**config.mk**
```make
export PLATFORM = sky130hd
export DESIGN_NAME = sqrt_dispatch
export DESIGN_NICKNAME = d
export VERILOG_FILES = /design/src/rtl/sqrt_dispatch.sv
export SDC_FILE = /design/constraint.sdc
export NUM_CORES = 1
export LEC_CHECK = 0
export BUFFER_PORTS_ARGS = -buffer_cell sky130_fd_sc_hd__buf_2
export CORE_MARGIN = 2
export CORE_UTILIZATION = 35
export CTS_CLUSTER_DIAMETER = 50
export DETAILED_ROUTE_END_ITERATION = 7
export GPL_ROUTABILITY_DRIVEN = 0
export SETUP_SLACK_MARGIN = 0.5
export SLEW_MARGIN = 0
export SYNTH_ARGS = -nofsm -noshare
export SYNTH_HDL_FRONTEND = slang
export SYNTH_SLANG_ARGS = --single-unit
```
**constraint.sdc**
```tcl
create_clock -name clk -period 2 [get_ports clk]
set_input_delay 0.3 -clock clk [delete_from_list [all_inputs] [get_ports clk]]
set_output_delay 0.3 -clock clk [all_outputs]
set_load 0.05 [all_outputs]
```
**src/rtl/sqrt_dispatch.sv**
```systemverilog
// sqrt_dispatch: feeder for the iterative integer square-root core.
// Buffers radicands in a small FIFO and issues them one at a time with a
// single-cycle start pulse. Captures each core result into a one-entry
// output slot, in order. A watchdog flags a core that never completes.
//
// Ports:
//   clk, rst_n                     clock, async active-low reset
//   in_valid/in_ready/in_rad       radicand producer (valid/ready)
//   out_valid/out_ready            result consumer (valid/ready)
//   out_rad/out_root/out_rem       {radicand, floor(sqrt), remainder}
//   core_start/core_rad            issue to the core (start is one cycle)
//   core_busy/core_valid           core status, sampled only in WAIT_DONE
//   core_root/core_rem             core result
//   level                          FIFO occupancy
//   err                            sticky watchdog error
module sqrt_dispatch #(
  parameter int unsigned WIDTH = 8,
  parameter int unsigned DEPTH = 4,
  parameter int unsigned ITER  = WIDTH / 2
) (
  input  logic                     clk,
  input  logic                     rst_n,
  input  logic                     in_valid,
  output logic                     in_ready,
  input  logic [WIDTH-1:0]         in_rad,
  output logic                     out_valid,
  input  logic                     out_ready,
  output logic [WIDTH-1:0]         out_rad,
  output logic [WIDTH-1:0]         out_root,
  output logic [WIDTH-1:0]         out_rem,
  output logic                     core_start,
  output logic [WIDTH-1:0]         core_rad,
  input  logic                     core_busy,
  input  logic                     core_valid,
  input  logic [WIDTH-1:0]         core_root,
  input  logic [WIDTH-1:0]         core_rem,
  output logic [$clog2(DEPTH):0]   level,
  output logic                     err
);

  localparam int unsigned PW       = $clog2(DEPTH);
  localparam int unsigned LW       = PW + 1;
  localparam int unsigned WD_LIMIT = ITER + 4;
  localparam int unsigned CW       = $clog2(WD_LIMIT + 1);

  typedef enum logic [1:0] {
    IDLE      = 2'd0,
    ISSUE     = 2'd1,
    WAIT_DONE = 2'd2
  } state_t;

  state_t            state_q;
  state_t            state_d;
  logic [WIDTH-1:0]  mem [DEPTH];
  logic [PW-1:0]     wr_ptr;
  logic [PW-1:0]     rd_ptr;
  logic [CW-1:0]     wd_q;
  logic              push;
  logic              issue;
  logic              done;
  logic              capture;

  // Full flag decoded straight from the occupancy register.
  assign in_ready = (level != LW'(DEPTH));

  // Handshake decode and next-state logic.
  always_comb begin
    push    = in_valid && in_ready;
    // Core status is qualified by state so stale/unknown values are ignored.
    done    = (state_q == WAIT_DONE) && !core_busy && core_valid;
    capture = done && (!out_valid || out_ready);
    issue   = ((state_q == IDLE) || capture) && (level != '0);
    state_d = state_q;
    case (state_q)
      IDLE:      if (issue) state_d = ISSUE;
      ISSUE:     state_d = WAIT_DONE;
      WAIT_DONE: if (capture) state_d = issue ? ISSUE : IDLE;
      default:   state_d = IDLE;
    endcase
  end

  // FIFO storage; contents need no reset since pointers gate every read.
  always_ff @(posedge clk) begin
    if (push) mem[wr_ptr] <= in_rad;
  end

  // State, pointers, issue/capture registers and watchdog.
  always_ff @(posedge clk or negedge rst_n) begin
    if (!rst_n) begin
      state_q    <= IDLE;
      wr_ptr     <= '0;
      rd_ptr     <= '0;
      level      <= '0;
      core_start <= 1'b0;
      core_rad   <= '0;
      out_valid  <= 1'b0;
      out_rad    <= '0;
      out_root   <= '0;
      out_rem    <= '0;
      wd_q       <= '0;
      err        <= 1'b0;
    end else begin
      state_q    <= state_d;
      core_start <= issue;
      level      <= level + LW'(push) - LW'(issue);
      if (push)  wr_ptr <= wr_ptr + PW'(1);
      if (issue) begin
        rd_ptr   <= rd_ptr + PW'(1);
        core_rad <= mem[rd_ptr];
      end
      if (capture) begin
        out_valid <= 1'b1;
        out_rad   <= core_rad;
        out_root  <= core_root;
        out_rem   <= core_rem;
      end else if (out_ready) begin
        out_valid <= 1'b0;
      end
      // Counts only cycles where the core itself is late, not slot stalls.
      if (state_q == ISSUE) begin
        wd_q <= '0;
      end else if ((state_q == WAIT_DONE) && !done && (wd_q != CW'(WD_LIMIT))) begin
        wd_q <= wd_q + CW'(1);
      end
      if ((state_q == WAIT_DONE) && !done && (wd_q == CW'(WD_LIMIT - 1))) begin
        err <= 1'b1;
      end
    end
  end

endmodule

```
; After elaboration in Yosys (flattened, before gate mapping)
; Memories as Yosys holds them, arrays and structs flattened. A register that Yosys moved wholly into a read port is not among the register bits.
; Cells that the tools add are included.
[totals]
inputBits = 30
elab_cells = 53
reg_bits = 40
mem_count = 1
mem_bits_rw = 32
[classes]
mux = 10
reduce_logical = 19
addsub = 5
eq_ne = 7
[memory_table]
columns = memory, depth, width, rd, rd_clocked_by_memory_dff, wr, line
row1 = mem, 4, 8, 1, 1, 1, 54  ; logic [WIDTH-1:0] mem [DEPTH];
[ops]
columns = operator, n
row1 = $logic_and 1x1->1, 8
row2 = $mux 4, 2
row3 = $pmux 2 s3, 1
row4 = $mux 1, 5
row5 = $add 2x1->2 const B, 2
row6 = $add 4x1->4 const B, 1
row7 = $eq 4x3->1 const B, 1
row8 = $logic_not 1->1, 4
row9 = $mux 2, 2
row10 = $ne 2x2->1 const B, 2
row11 = $ne 4x4->1 const B, 1
row12 = $reduce_bool 2->1, 2
row13 = $add 3x1->3, 1
row14 = $ne 3x3->1 const B, 1
row15 = $reduce_bool 3->1, 1
row16 = $sub 3x1->3, 1
row17 = $eq 2x1->1 const B, 1
row18 = $eq 2x2->1 const B, 1
row19 = $logic_not 2->1, 1
row20 = $logic_or 1x1->1, 2
row21 = $reduce_and 2->1, 1

; Depth between registers and ports, before layout
[logic_depth]
depth_word = 9
ltp_mapped = 10
ltp_nobuf = 9

; Least setup slack after synthesis
; OpenSTA, ideal clock, no wires.
[synth_path]
kind = flip-flop to flip-flop
from = register level[2]
to = register level[2]
n_path_buf = 1
setup_time_ps = 142
path_slack_ps = -688
t_required_ps = 1858
t_arrival_ps = 2545
stages_incl_launch_ff = 10
cell_sequence = dfrtp_1 > nand2_1 > and2_1 > buf_2 > xnor2_1 > ha_1 > inv_1 > fa_1 > xnor2_1 > xnor2_1
[synth_via]
elab_chain_len = 4
[synth_lines]
columns = element, line
row1 = start: declaration, 37  ; output logic [$clog2(DEPTH):0] level,
row2 = start signal: assignment, 105  ; level <= level + LW'(push) - LW'(issue);
row3 = $ne 3x3->1, 64  ; assign in_ready = (level != LW'(DEPTH));
row4 = via in_ready, 24  ; output logic in_ready,
row5 = $logic_and 1x1->1, 68  ; push = in_valid && in_ready;
row6 = $add 3x1->3, 105
row7 = $sub 3x1->3, 105
; The timed path passes the listed nets, and every way through them passes these cells.
; A chain may end at the register's enable or synchronous reset.

; Final worst setup path
[layout_path]
from = register out_valid
to = register level[2]
[layout_via]
elab_chain_len = 6
[layout_lines]
columns = element, line
row1 = start: declaration, 26  ; output logic out_valid,
row2 = start signal: assignment, 96  ; out_valid <= 1'b0;
row3 = start signal: assignment, 112  ; out_valid <= 1'b1;
row4 = start signal: assignment, 117  ; out_valid <= 1'b0;
row5 = $logic_not 1->1, 71  ; capture = done && (!out_valid || out_ready);
row6 = $logic_or 1x1->1, 71
row7 = $logic_and 1x1->1, 71
row8 = $logic_or 1x1->1, 72  ; issue = ((state_q == IDLE) || capture) && (level != '0);
row9 = $logic_and 1x1->1, 72
row10 = $sub 3x1->3, 105
; Every way passes these cells.

==> metrics.txt <==
synthesis-stage register bit count=80; Reg2Reg Depth=9; Worst Path Arrival=around 2.2 ns; CP delay by family, top=adder cells; remaining max-slew budget at the tightest pin=0.553; clock transition at the register clock pins on the worst setup and hold paths after CTS=0.08 ns; synth unique cells=32; clock root buffer master=clkbuf_8; critical path class=flop to flop; Buffers on Ports=68; setup TNS=0 ns; CP Launch Type=flop; FF-to-FF End=level[2]; slowest cell on the critical path=dfrtp_2; horizontal die dimension=roughly 100 um; filler cell count=between 800 and 900; path class of the lowest-slack min-delay path=input pin to async pin; synthesized netlist cell count=~190; final number of max-transition violations=0; DRT iter0 DRCs=28; main combinational cell family by area after synthesis=multiplexers; vias in the first global route=1845; share of synthesized area spent on multiplexers=0.199; cell chain of the critical path=nor2b_4 -> o21ai_2 -> nand2_2 -> xnor2_2 -> ha_2 -> inv_2 -> fa_2 -> xnor2_2 -> xnor2_1; Hold WS=-0.0127 ns; post-route clock period utilization=0.962; Post-layout nets=slightly above 300; Avg Cell Area, Syn=17.8 um^2; total grt overflow=0; # setup viols final=0; post-detailed-placement half-perimeter wirelength=4010 um; DR vias/cell=~4.6; required arrival time at the worst endpoint=2.25 ns; count of max-cap constraint violations=0; Multi-input gate area=1090 um^2; share of synthesized area occupied by flip-flops and latches=0.656; CP most frequent cell=xnor2_2; die span in y=about 100 um; number of buffers added by the clock tree synthesis step=9; Tot GR Track Use=0.120; antenna violations before repair=0; number of nets still failing antenna checks after routing=0; router iterations before antenna repair=4; CTS sink count=80; outcome=complete, but fails checks; setup slack of the most critical reg-to-reg path=around 0.076 ns; Max Clock Freq=520 MHz; fraction of layout cells with a size suffix above 1=0.574; critical path buffer and inverter count=1; synthesized-area fraction occupied by ao, oa, aoi and oai cells=0.00949; top fanout value on the critical path=2; Synthesized Nets=223; flip-flop and latch area=2170 um^2; core area=9200 um^2; TritonCTS clock tree=built; synthesis-to-layout area growth=24.3%; Worst Max-Slew Pin Slew=0.670 ns; Fin Clk Skew=0.00905 ns; number of rows created at floorplan=35; violations in the final reports=negative hold slack; Critical Path Sink Type=flop; number of top-level design ports=69; maximum level of the CTS H-tree=3; final-report hold violation count=17; beginning of the worst register-to-register path=out_valid; routed length per instance=15.0 um; Critical Path Max Stage Delay=about 0.4 ns; wire length of the first global-routing pass=9160 um; Initial Util=0.359; area share of and/or/nand/nor cells after synthesis=0.0554; maximum buffer depth of the clock tree=2; number of warnings issued by yosys=0; Skew-Pair Late Insertion Delay=between 0.3 and 0.4 ns; floorplan die area=~10000 um^2; final routed wirelength across all metal layers=5830 um; DRC violations left=0; setup repair after global routing missed its margin=yes; fraction of the mapped netlist area in adder cells=0.0326; xor/xnor share of the synthesized area=0.0186; maximum number of pins on one net before global-route repair=31; via count=about 1800; number of antenna repair diodes=0; min Tclk post-route=1.92 ns; area of the mapped netlist=3300 um^2
## area by class of cell
type	count	share of cell area
timing repair buffer	82	0.117
multi-input combinational	90	0.266
sequential	80	0.529
tap	111	0.0339
clock buffer	13	0.0363
clock inverter	3	0.0101
inverter	9	0.00824
## synth_stat cells
cell      instances  area (um^2)
nand2_1           3         11.3
clkbuf_1          1         3.75
nand3_1           2         10.0
ha_1              7         87.6
nand2b_1          1         6.26
and2b_1           2         15.0
nor2b_4           1         13.8
mux4_2            8          180
o21bai_1          1         7.51
and2_1            1         6.26
and3_1            4         25.0
nand2_2           1         6.26
nor3_1            1         5.00
o21ai_2           1         8.76
inv_1             9         33.8
mux2i_1           3         30.0
o21ai_0           1         5.00
nor3_4            1         16.3
fa_1              1         20.0
buf_6             2         22.5
buf_8             2         30.0
edfxtp_1         32          961
nand3b_1          2         15.0
xnor2_1           7         61.3
dfrtp_1          48         1200
buf_2             1         5.00
mux2_2           13          146
a41o_1            1         10.0
nand4_1           1         6.26
nand2b_4          2         27.5
nor2_1            5         18.8
mux2_4           20          300
## kinds of logic (layout without fill, tap and decap cells)
group | Yosys count | after routing
compound gates | 4 | 4
xor+xnor | 7 | 7
fa+ha+maj | 8 | 8
buf+inv | 15 | 107
flops | 80 | 80
mux | 44 | 44
simple gates | 27 | 27
## registers in the layout (all words and copies together) (netlist names)
name	cells
core_rad	8
core_start	1
err	1
level	3
mem	32
out_rad	8
out_rem	8
out_root	8
out_valid	1
rd_ptr	2
state_q	2
wd_q	4
wr_ptr	2
## cells in the final DEF, fill, tap and decap left out, types with 4 or more instances in the layout
master,n
dfrtp_1,44
buf_4,10
mux4_2,8
inv_1,7
ha_1,6
edfxtp_1,32
mux2_2,12
dfrtp_2,4
xnor2_1,5
buf_2,67
mux2_4,21
nor2_1,4
clkbuf_8,10
## stage by stage
step	utilization	worst slack (ns)	std cells	area [um^2]
after floorplan	-	-0.199	185	3330
final	0.446	0.0758	388	4100
after global placement	0.414	0.102	365	3810
after global routing	0.446	-0.00908	388	4100
after detailed placement	0.414	0.0770	365	3810
after CTS	0.443	0.112	385	4070
## routing by layer
| layer | up-vias | track usage | wire, um |
|---|---|---|---|
| li1 | 840 | - | - |
| met3 | 6 | 0.0291 | 303 |
| met2 | 54 | 0.190 | 2810 |
| met1 | 885 | 0.154 | 2660 |
| met5 | - | 0 | 0 |
| met4 | 0 | 0.0561 | 57 |
## worst max-delay path by stage
stage | startpoint | cells past startpoint | endpoint | slack (ns)
floorplan | level[0] | 10 | level[2] | -0.20
global placement | core_busy | 10 | level[2] | 0.10
detailed placement | core_busy | 10 | level[2] | 0.08
CTS | out_valid | 9 | level[2] | 0.11
global route | out_valid | 9 | level[2] | -0.009
finish | out_valid | 9 | level[2] | 0.08
## what timing repair did
action	CTS	global route
resized for setup	13	3
hold buffers	0	0
setup endpoints to repair	20	51
setup buffers	4	3
pin swaps	6	1
Power is left out: the tool's default activity adds up to more than one toggle a clock period on the data nets, which glitch-free logic cannot reach.
